==> config.mk <==
export PLATFORM = sky130hd
export DESIGN_NAME = uart_tx_framed
export DESIGN_NICKNAME = d
export VERILOG_FILES = /design/src/rtl/uart_tx_framed_pkg.sv /design/src/rtl/uart_tx_framed_fifo.sv /design/src/rtl/uart_tx_framed.sv
export SDC_FILE = /design/constraint.sdc
export NUM_CORES = 1
export LEC_CHECK = 0
export CAP_MARGIN = 5
export CELL_PAD_IN_SITES_DETAIL_PLACEMENT = 1
export CELL_PAD_IN_SITES_GLOBAL_PLACEMENT = 1
export CORE_ASPECT_RATIO = 1.75
export CORE_MARGIN = 2
export CORE_UTILIZATION = 50
export DETAILED_ROUTE_END_ITERATION = 8
export PLACE_DENSITY = 0.88
export SETUP_SLACK_MARGIN = 0.05
export SLEW_MARGIN = 15
export SYNTH_ARGS = -nofsm -noshare
export SYNTH_HDL_FRONTEND = slang
export SYNTH_SLANG_ARGS = --single-unit
==> constraint.sdc <==
create_clock -name clk -period 3.95 [get_ports clk]
set_input_delay 0.395 -clock clk [delete_from_list [all_inputs] [get_ports clk]]
set_output_delay 0.395 -clock clk [all_outputs]
set_load 0.02 [all_outputs]
==> src/rtl/uart_tx_framed_pkg.sv <==
// Shared types for the framed UART transmitter: parity selection and FSM state encoding.
package uart_tx_framed_pkg;

  typedef enum logic [1:0] {
    PARITY_NONE = 2'b00,
    PARITY_EVEN = 2'b01,
    PARITY_ODD  = 2'b10
  } uart_parity_e;

  typedef enum logic [2:0] {
    IDLE_T,
    START_T,
    DATA_T,
    PARITY_T,
    STOP_T
  } uart_tx_state_e;

  function automatic int unsigned clog2_min1(input int unsigned v);
    return (v <= 2) ? 1 : $clog2(v);
  endfunction

endpackage

==> src/rtl/uart_tx_framed_fifo.sv <==
// Synchronous TX FIFO; wrapping pointers carry an extra MSB to separate full from empty.
module uart_tx_fifo #(
  parameter int unsigned DATA_WIDTH = 32,
  parameter int unsigned FIFO_DEPTH = 4
) (
  input  logic                        clk,
  input  logic                        reset_n,
  input  logic                        push,
  input  logic [DATA_WIDTH-1:0]       wr_data,
  input  logic                        pop,
  output logic [DATA_WIDTH-1:0]       rd_data,
  output logic                        full,
  output logic                        empty,
  output logic [$clog2(FIFO_DEPTH):0] count
);

  localparam int unsigned AW = $clog2(FIFO_DEPTH);

  logic [AW:0]           wr_ptr;
  logic [AW:0]           rd_ptr;
  logic [DATA_WIDTH-1:0] mem [FIFO_DEPTH];
  logic                  do_push;
  logic                  do_pop;

  assign full    = (wr_ptr[AW] != rd_ptr[AW]) && (wr_ptr[AW-1:0] == rd_ptr[AW-1:0]);
  assign empty   = (wr_ptr == rd_ptr);
  assign count   = wr_ptr - rd_ptr;
  assign rd_data = mem[rd_ptr[AW-1:0]];
  // full is taken from the registered pointers, so a pop in the same cycle does not free a slot
  assign do_push = push && !full;
  assign do_pop  = pop && !empty;

  always_ff @(posedge clk or negedge reset_n) begin
    if (!reset_n) begin
      wr_ptr <= '0;
      rd_ptr <= '0;
    end else begin
      if (do_push) wr_ptr <= wr_ptr + (AW+1)'(1);
      if (do_pop)  rd_ptr <= rd_ptr + (AW+1)'(1);
    end
  end

  always_ff @(posedge clk) begin
    if (do_push) mem[wr_ptr[AW-1:0]] <= wr_data;
  end

endmodule

==> src/rtl/uart_tx_framed.sv <==
// Framed UART transmitter: FIFO-fed, run-time parity and stop-bit selection latched per frame.
module uart_tx_framed
  import uart_tx_framed_pkg::*;
#(
  parameter int unsigned DATA_WIDTH = 32,
  parameter int unsigned NTICKS     = 16,
  parameter int unsigned FIFO_DEPTH = 4
) (
  input  logic                        clk,
  input  logic                        reset_n,
  input  logic                        tick,
  input  logic                        wr_valid,
  output logic                        wr_ready,
  input  logic [DATA_WIDTH-1:0]       wr_data,
  input  logic [1:0]                  parity_mode,
  input  logic                        stop2,
  output logic                        tx,
  output logic                        tx_busy,
  output logic                        tx_done,
  output logic [$clog2(FIFO_DEPTH):0] fifo_count
);

  localparam int unsigned TW = $clog2(NTICKS);
  localparam int unsigned DW = clog2_min1(DATA_WIDTH);
  localparam logic [TW-1:0] T_LAST = TW'(NTICKS - 1);
  localparam logic [DW-1:0] D_LAST = DW'(DATA_WIDTH - 1);

  uart_tx_state_e        state;
  logic [DATA_WIDTH-1:0] shift_reg;
  logic [TW-1:0]         tcount;
  logic [DW-1:0]         dcount;
  logic                  par;
  uart_parity_e          pmode_q;
  logic                  stop2_q;
  logic                  stopcnt;
  logic                  fifo_full;
  logic                  fifo_empty;
  logic                  pop;
  logic [DATA_WIDTH-1:0] fifo_rd;
  logic                  par_en;
  logic                  bit_end;

  assign wr_ready = !fifo_full;
  assign pop      = (state == IDLE_T) && !fifo_empty;
  assign tx_busy  = (state != IDLE_T);
  assign par_en   = (pmode_q == PARITY_EVEN) || (pmode_q == PARITY_ODD);
  assign bit_end  = tick && (tcount == T_LAST);

  uart_tx_fifo #(
    .DATA_WIDTH (DATA_WIDTH),
    .FIFO_DEPTH (FIFO_DEPTH)
  ) u_fifo (
    .clk     (clk),
    .reset_n (reset_n),
    .push    (wr_valid),
    .wr_data (wr_data),
    .pop     (pop),
    .rd_data (fifo_rd),
    .full    (fifo_full),
    .empty   (fifo_empty),
    .count   (fifo_count)
  );

  always_ff @(posedge clk or negedge reset_n) begin
    if (!reset_n) begin
      state     <= IDLE_T;
      shift_reg <= '0;
      tcount    <= '0;
      dcount    <= '0;
      par       <= 1'b0;
      pmode_q   <= PARITY_NONE;
      stop2_q   <= 1'b0;
      stopcnt   <= 1'b0;
      tx        <= 1'b1;
      tx_done   <= 1'b0;
    end else begin
      tx_done <= 1'b0;
      case (state)
        IDLE_T: begin
          tx <= 1'b1;
          if (!fifo_empty) begin
            shift_reg <= fifo_rd;
            pmode_q   <= uart_parity_e'(parity_mode);
            stop2_q   <= stop2;
            tcount    <= '0;
            par       <= 1'b0;
            stopcnt   <= 1'b0;
            state     <= START_T;
          end
        end
        START_T: begin
          tx <= 1'b0;
          if (bit_end) begin
            tcount <= '0;
            dcount <= '0;
            state  <= DATA_T;
          end else if (tick) begin
            tcount <= tcount + TW'(1);
          end
        end
        DATA_T: begin
          tx <= shift_reg[0];
          if (bit_end) begin
            tcount    <= '0;
            shift_reg <= shift_reg >> 1;
            par       <= par ^ shift_reg[0];
            if (dcount == D_LAST) state <= par_en ? PARITY_T : STOP_T;
            else                  dcount <= dcount + DW'(1);
          end else if (tick) begin
            tcount <= tcount + TW'(1);
          end
        end
        PARITY_T: begin
          tx <= (pmode_q == PARITY_ODD) ? ~par : par;
          if (bit_end) begin
            tcount <= '0;
            state  <= STOP_T;
          end else if (tick) begin
            tcount <= tcount + TW'(1);
          end
        end
        STOP_T: begin
          tx <= 1'b1;
          if (bit_end) begin
            tcount <= '0;
            // stopcnt marks the first of two stop bits when stop2 was latched
            if (stop2_q && !stopcnt) begin
              stopcnt <= 1'b1;
            end else begin
              stopcnt <= 1'b0;
              tx_done <= 1'b1;
              state   <= IDLE_T;
            end
          end else if (tick) begin
            tcount <= tcount + TW'(1);
          end
        end
        default: state <= IDLE_T;
      endcase
    end
  end

endmodule
# ---- Yosys cells after proc, flatten, opt, wreduce, memory -nomap -nowiden
# Memories as Yosys holds them, arrays and structs flattened.
# Index checks and enable logic that the tools add are counted.
dict set report classes {
  n_mux 33
  eq_ne 20
  n_bitwise 3
  add_sub_neg 5
  reduce_logical 25
}
# cell count
set ops {}
lappend ops {{2-to-1 mux 32 bit} 2}
lappend ops {{one-hot mux 32 bit (2 select lines)} 1}
lappend ops {{2-to-1 mux 3 bit} 8}
lappend ops {{inequality test 2 bit, second input constant} 8}
lappend ops {{2-to-1 mux 5 bit} 3}
lappend ops {{one-hot mux 3 bit (5 select lines)} 1}
lappend ops {{2-to-1 mux 4 bit} 3}
lappend ops {{2-to-1 mux 1 bit} 10}
lappend ops {{one-hot mux 5 bit (2 select lines)} 1}
lappend ops {{AND reduction 3 bit} 3}
lappend ops {{one-hot mux 4 bit (2 select lines)} 1}
lappend ops {{nonzero test 2 bit} 4}
lappend ops {{AND reduction 7 bit} 1}
lappend ops {{adder 3 x 1 -> 3 bit, second input constant} 2}
lappend ops {{equality test 3 x 2 -> 1 bit, second input constant} 2}
lappend ops {{logical AND 1 bit} 6}
lappend ops {{adder 5 x 1 -> 5 bit, second input constant} 1}
lappend ops {{equality test 5 bit, second input constant} 1}
lappend ops {{adder 4 x 1 -> 4 bit, second input constant} 1}
lappend ops {{equality test 4 bit, second input constant} 1}
lappend ops {{one-hot mux 1 bit (2 select lines)} 2}
lappend ops {{one-hot mux 1 bit (4 select lines)} 1}
lappend ops {{AND reduction 4 bit} 1}
lappend ops {{nonzero test 4 bit} 1}
lappend ops {{other kinds (18)} 21}
dict set report word_totals {
  wordCells 99
  memories 1
  ram_bits 128
  reg_bits 57
  output_inout_bits 7
  input_bits 39
}
# name depth width read_ports rd_clocked_by_memory_dff write_ports line
set memory_table {}
lappend memory_table {u_fifo.mem 4 32 1 0 1 uart_tx_framed_fifo.sv:21} ;# logic [DATA_WIDTH-1:0] mem [FIFO_DEPTH];

# ---- Logic depth before layout (Yosys ltp)
dict set report logic_depth {
  word_depth 6
  ltp_mapped 9
  ltp_nobuf 7
}

# ---- Modules after synthesis
# Synthesis repeated with hierarchy kept, for this count alone.
dict set report unflattened {
  cells_unflattened 479
  hier_area_um2 7669.9
}
# module cells_each seq_area_each_um2 area_each_um2 n_inst
set modules_own_cells {}
lappend modules_own_cells {uart_tx_fifo 213 3993.8 5079.9 1}
lappend modules_own_cells {uart_tx_framed 266 1277.5 2590.0 1}

# ---- Worst setup path before layout
# OpenSTA, ideal clock, no wires.
dict set report synth_path {
  path_type {register -> register}
  startpoint {register u_fifo.rd_ptr[1]}
  endpoint {memory u_fifo.mem[3][0], enable pin}
  period_less_slack_ns 2.935
  arrival_time_ns 2.542
  setup_slack_ns 1.015
  t_required_ns 3.556
  n_path_buf 2
  stages_incl_launch_ff 8
  setup_time_ns 0.394
  cell_sequence {dfrtp_1 > clkbuf_1 > clkbuf_1 > inv_1 > ha_1 > nand2_1 > o21a_1 > and2_1}
}
dict set report synth_between {
  elab_chain_cells 6
}
# item line
set synth_rtl {}
lappend synth_rtl {{start, declared} uart_tx_framed_fifo.sv:20} ;# logic [AW:0] rd_ptr;
lappend synth_rtl {{start signal, assigned} uart_tx_framed_fifo.sv:39} ;# if (do_pop) rd_ptr <= rd_ptr + (AW+1)'(1);
lappend synth_rtl {{equality test 2 bit} uart_tx_framed_fifo.sv:25} ;# assign full = (wr_ptr[AW] != rd_ptr[AW]) && (wr_ptr[AW-1:0] == rd_ptr[AW-1:0]);
lappend synth_rtl {{logical AND 1 bit} uart_tx_framed_fifo.sv:25}
lappend synth_rtl {{zero test 1 bit} uart_tx_framed_fifo.sv:30} ;# assign do_push = push && !full;
lappend synth_rtl {{logical AND 1 bit} uart_tx_framed_fifo.sv:30}
lappend synth_rtl {{2-to-1 mux 1 bit} uart_tx_framed_fifo.sv:44} ;# if (do_push) mem[wr_ptr[AW-1:0]] <= wr_data;
lappend synth_rtl {{2-to-1 mux 1 bit (not written as such)} uart_tx_framed_fifo.sv:44}
lappend synth_rtl {{end, declared} uart_tx_framed_fifo.sv:21}
# Every way passes these cells.

# ---- Worst setup path after layout
dict set report layout_path {
  startpoint {register u_fifo.rd_ptr[1]}
  endpoint {output wr_ready}
}
dict set report layout_between {
  elab_chain_cells 3
}
# item line
set layout_rtl {}
lappend layout_rtl {{equality test 2 bit} uart_tx_framed_fifo.sv:25}
lappend layout_rtl {{logical AND 1 bit} uart_tx_framed_fifo.sv:25}
lappend layout_rtl {{zero test 1 bit} uart_tx_framed.sv:43} ;# assign wr_ready = !fifo_full;
lappend layout_rtl {{end, declared} uart_tx_framed.sv:13} ;# output logic wr_ready,
# Every way passes these cells.

==> run_results.csv <==
group,metric,value,unit
critical_path,setup.worst_path.end_class,"output pin",
cells_and_area,most-common-layout-cells,"edfxtp_1, nand2_1, dfrtp_1",
timing,relSlewSlack,49.4,%
critical_path,path_class,"register to output pin",
grt,grt_max_degree,64,
clocking,worstSkewPairLatency,0.43,ns
drt,num_vias,4333,
die,die_x,96.8,um
timing,setup_slack,0.937,ns
timing,fmax,332,MHz
grt,grt_pass1_wl,27300,um
timing,rsz0062_at_grt,"no",
drt,antenna_left,0,
grt,grt_antenna_before_repair,0,
die,core-area,14800,um2
clocking,cts_htree_levels,4,
yosys,ys_warn_count,0,
yosys,syn_area_per_cell,15.2,um2
place,dpl_worst_slack,1.30,ns
drt,route.detailed.drc,0,
timing,final-max-slew-violation-count,0,
die,die_h,166,um
cells_and_area,final_area,8730,um2
cells_and_area,n_fill_cell,1367,
yosys,synth_nets,547,
grt,overflow,0,
run_status,outcome,"finished, final reports clean",
cells_and_area,layout.cells.non_filler,739,
power_and_ir_drop,p_leak,3.11,nW
timing,hold_viol_final,0,
cells_and_area,largest_reg_flops,128,
clocking,clk_path_buf_depth,2,
grt,grt_pass1_vias,5011,
die,die-area,16100,um2
clocking,path_clk_slew,0.08,ns
power_and_ir_drop,p_per_area,709,nW/um2
run,maxCapViolCount,0,
drt,via_per_inst,5.86,
timing,period_needed,3.01,ns
grt,grt_use_total,21.9,%
critical_path,crit_fanout,12,
clocking,clock_sinks,185,
cells_and_area,final_common_cell,"edfxtp_1",
clocking,cts_tree,"yes",
timing,tightest_slew,0.759,ns
drt,routedWlPerCell,22.1,um
power_and_ir_drop,vdd_drop_max,364,uV
drt,drt_iter0_drc,344,
die,boundaryPins,46,
critical_path,critical_path.max_stage_delay,0.69,ns
drt,firstDrtPassIters,4,
yosys,syn_area,7530,um2
place,placed_area,8160,um2
yosys,syn_inst,496,
cells_and_area,regArea,5270,um2
clocking,numCtsBuffers,17,
timing,fin_setup_tns,0,ns
cells_and_area,antennaDiodeCount,0,
place,dpl.cell_count,706,
cells_and_area,drive_gt1_share,15.3,%
worst_hold_path,hold_depth,3,
drt,routed_wl,16300,um
worst_hold_path,hold_path_class,"primary input to register",
yosys,synth_cell_types,47,
timing,period_share,76.3,%
yosys,synth-edff-count,128,
timing,setup_viol,0,
critical_path,crit_arrival,2.62,ns
yosys,ys_seq_area_share,70.0,%
cells_and_area,post-route-util,58.9,%
yosys,synth_flop_cell,"edfxtp_1",
critical_path,slowest_stage,"dfrtp_1",
place,dp_hpwl,9580,um
critical_path,start_kind,"register",
die,initial_core_util,50.7,%
yosys,synth-seq-cells,185,
clocking,clockRootBuffer,"clkbuf_16",
timing,fin_worst_skew,0.0179,ns
die,rows,59,
critical_path,path_cells,"inv_1 -> ha_1 -> nand2_1 -> or2_2 -> clkdlybuf4s50_1",
cells_and_area,multi_input_area,2110,um2
critical_path,reg2regPathDepth,7,
place,gp_congestion,0.747,
yosys,async_flop_share,30.8,%
cells_and_area,areaGrowthSynthToFinish,16.0,%
cells_and_area,nets,594,
critical_path,worst_ep_required_time,3.56,ns
place,portBuffers,45,
synth_stat cells (2+ instances only):
cell type    n  area (um2)
xor2_1       2        17.5
o31ai_1      2        15.0
buf_2       10        50.1
or2_2        3        18.8
ha_1        11         138
and2_1       5        31.3
clkbuf_1    16        60.1
nand2b_1     5        31.3
o21ai_0     13        65.1
nor2_1      36         135
xnor2_1      5        43.8
a31oi_1     31         194
mux4_2      32         721
nand3_1      7        35.0
nor3_1       4        20.0
dfrtp_1     56        1400
inv_1        9        33.8
and3_1       2        12.5
a21oi_1      5        25.0
o21a_1       2        15.0
edfxtp_1   128        3840
nand2_1     87         327
power breakdown:
| group | internal (W) | total (W) | leakage, nW | switching, W |
|---|---|---|---|---|
| registers | 0.00262 | 0.00290 | 1.80 | 0.000272 |
| logic | 0.000734 | 0.00167 | 1.04 | 0.000937 |
| clock network | 0.000841 | 0.00163 | 0.275 | 0.000788 |
logic make-up after synthesis:
group / count (synthesis) / share of synthesized area (%)
xor gates and xnor gates: 8 / 1.03
buffers and inverters: 36 / 2.01
AOI/OAI and AO/OA: 65 / 5.97
and+or+nand+nor: 157 / 9.19
adders and majority gates: 12 / 2.09
DFF: 185 / 70.0
muxes: 33 / 9.70
cell type report:
cell class	instances	share of cell area, %
multi-input combinational	275	24.2
timing repair buffer	55	5.99
clock buffer	19	4.96
clock inverter	13	1.49
tap	183	2.62
inverter	9	0.387
sequential	185	60.4
metal layers:
metal	wire length [um]	track usage [%]
met5	0	0
met4	400	8.51
met3	413	4.04
met2	9100	39.3
met1	6390	25.9
stage by stage:
stage	total power [W]	hold slack, ns
2_1_floorplan	0.00402	0.0994
3_5_place_dp	0.00457	0.452
6_report	0.00620	0.498
4_1_cts	0.00626	0.488
3_3_place_gp	0.00443	0.451
5_1_grt	0.00652	0.520
critical path, delay by kind of cell, from the launching register on:
kind | cells | cell delay (ns)
and+or+nand+nor | 2 | 0.38
buffers and inverters | 2 | 0.69
adders and majority gates | 1 | 0.43
DFF | 1 | 0.69
final timing paths:
check,start,to,slack (ns)
min reg2reg,dcount[4],dcount[4],0.50
max,u_fifo.rd_ptr[1],wr_ready,0.94
min,parity_mode[1],pmode_q[1],0.50
min in group asynchronous,reset_n,u_fifo.wr_ptr[0],0.54
max in group asynchronous,reset_n,tx,2.50
max reg2reg,u_fifo.rd_ptr[1],shift_reg[19],1.14
timing repair:
action	CTS	global route
hold buffers	1	0
endpoints found under the hold margin	9	0
buffers inserted	0	0
gates resized for setup	0	0
(Power assumes the default switching activity.)
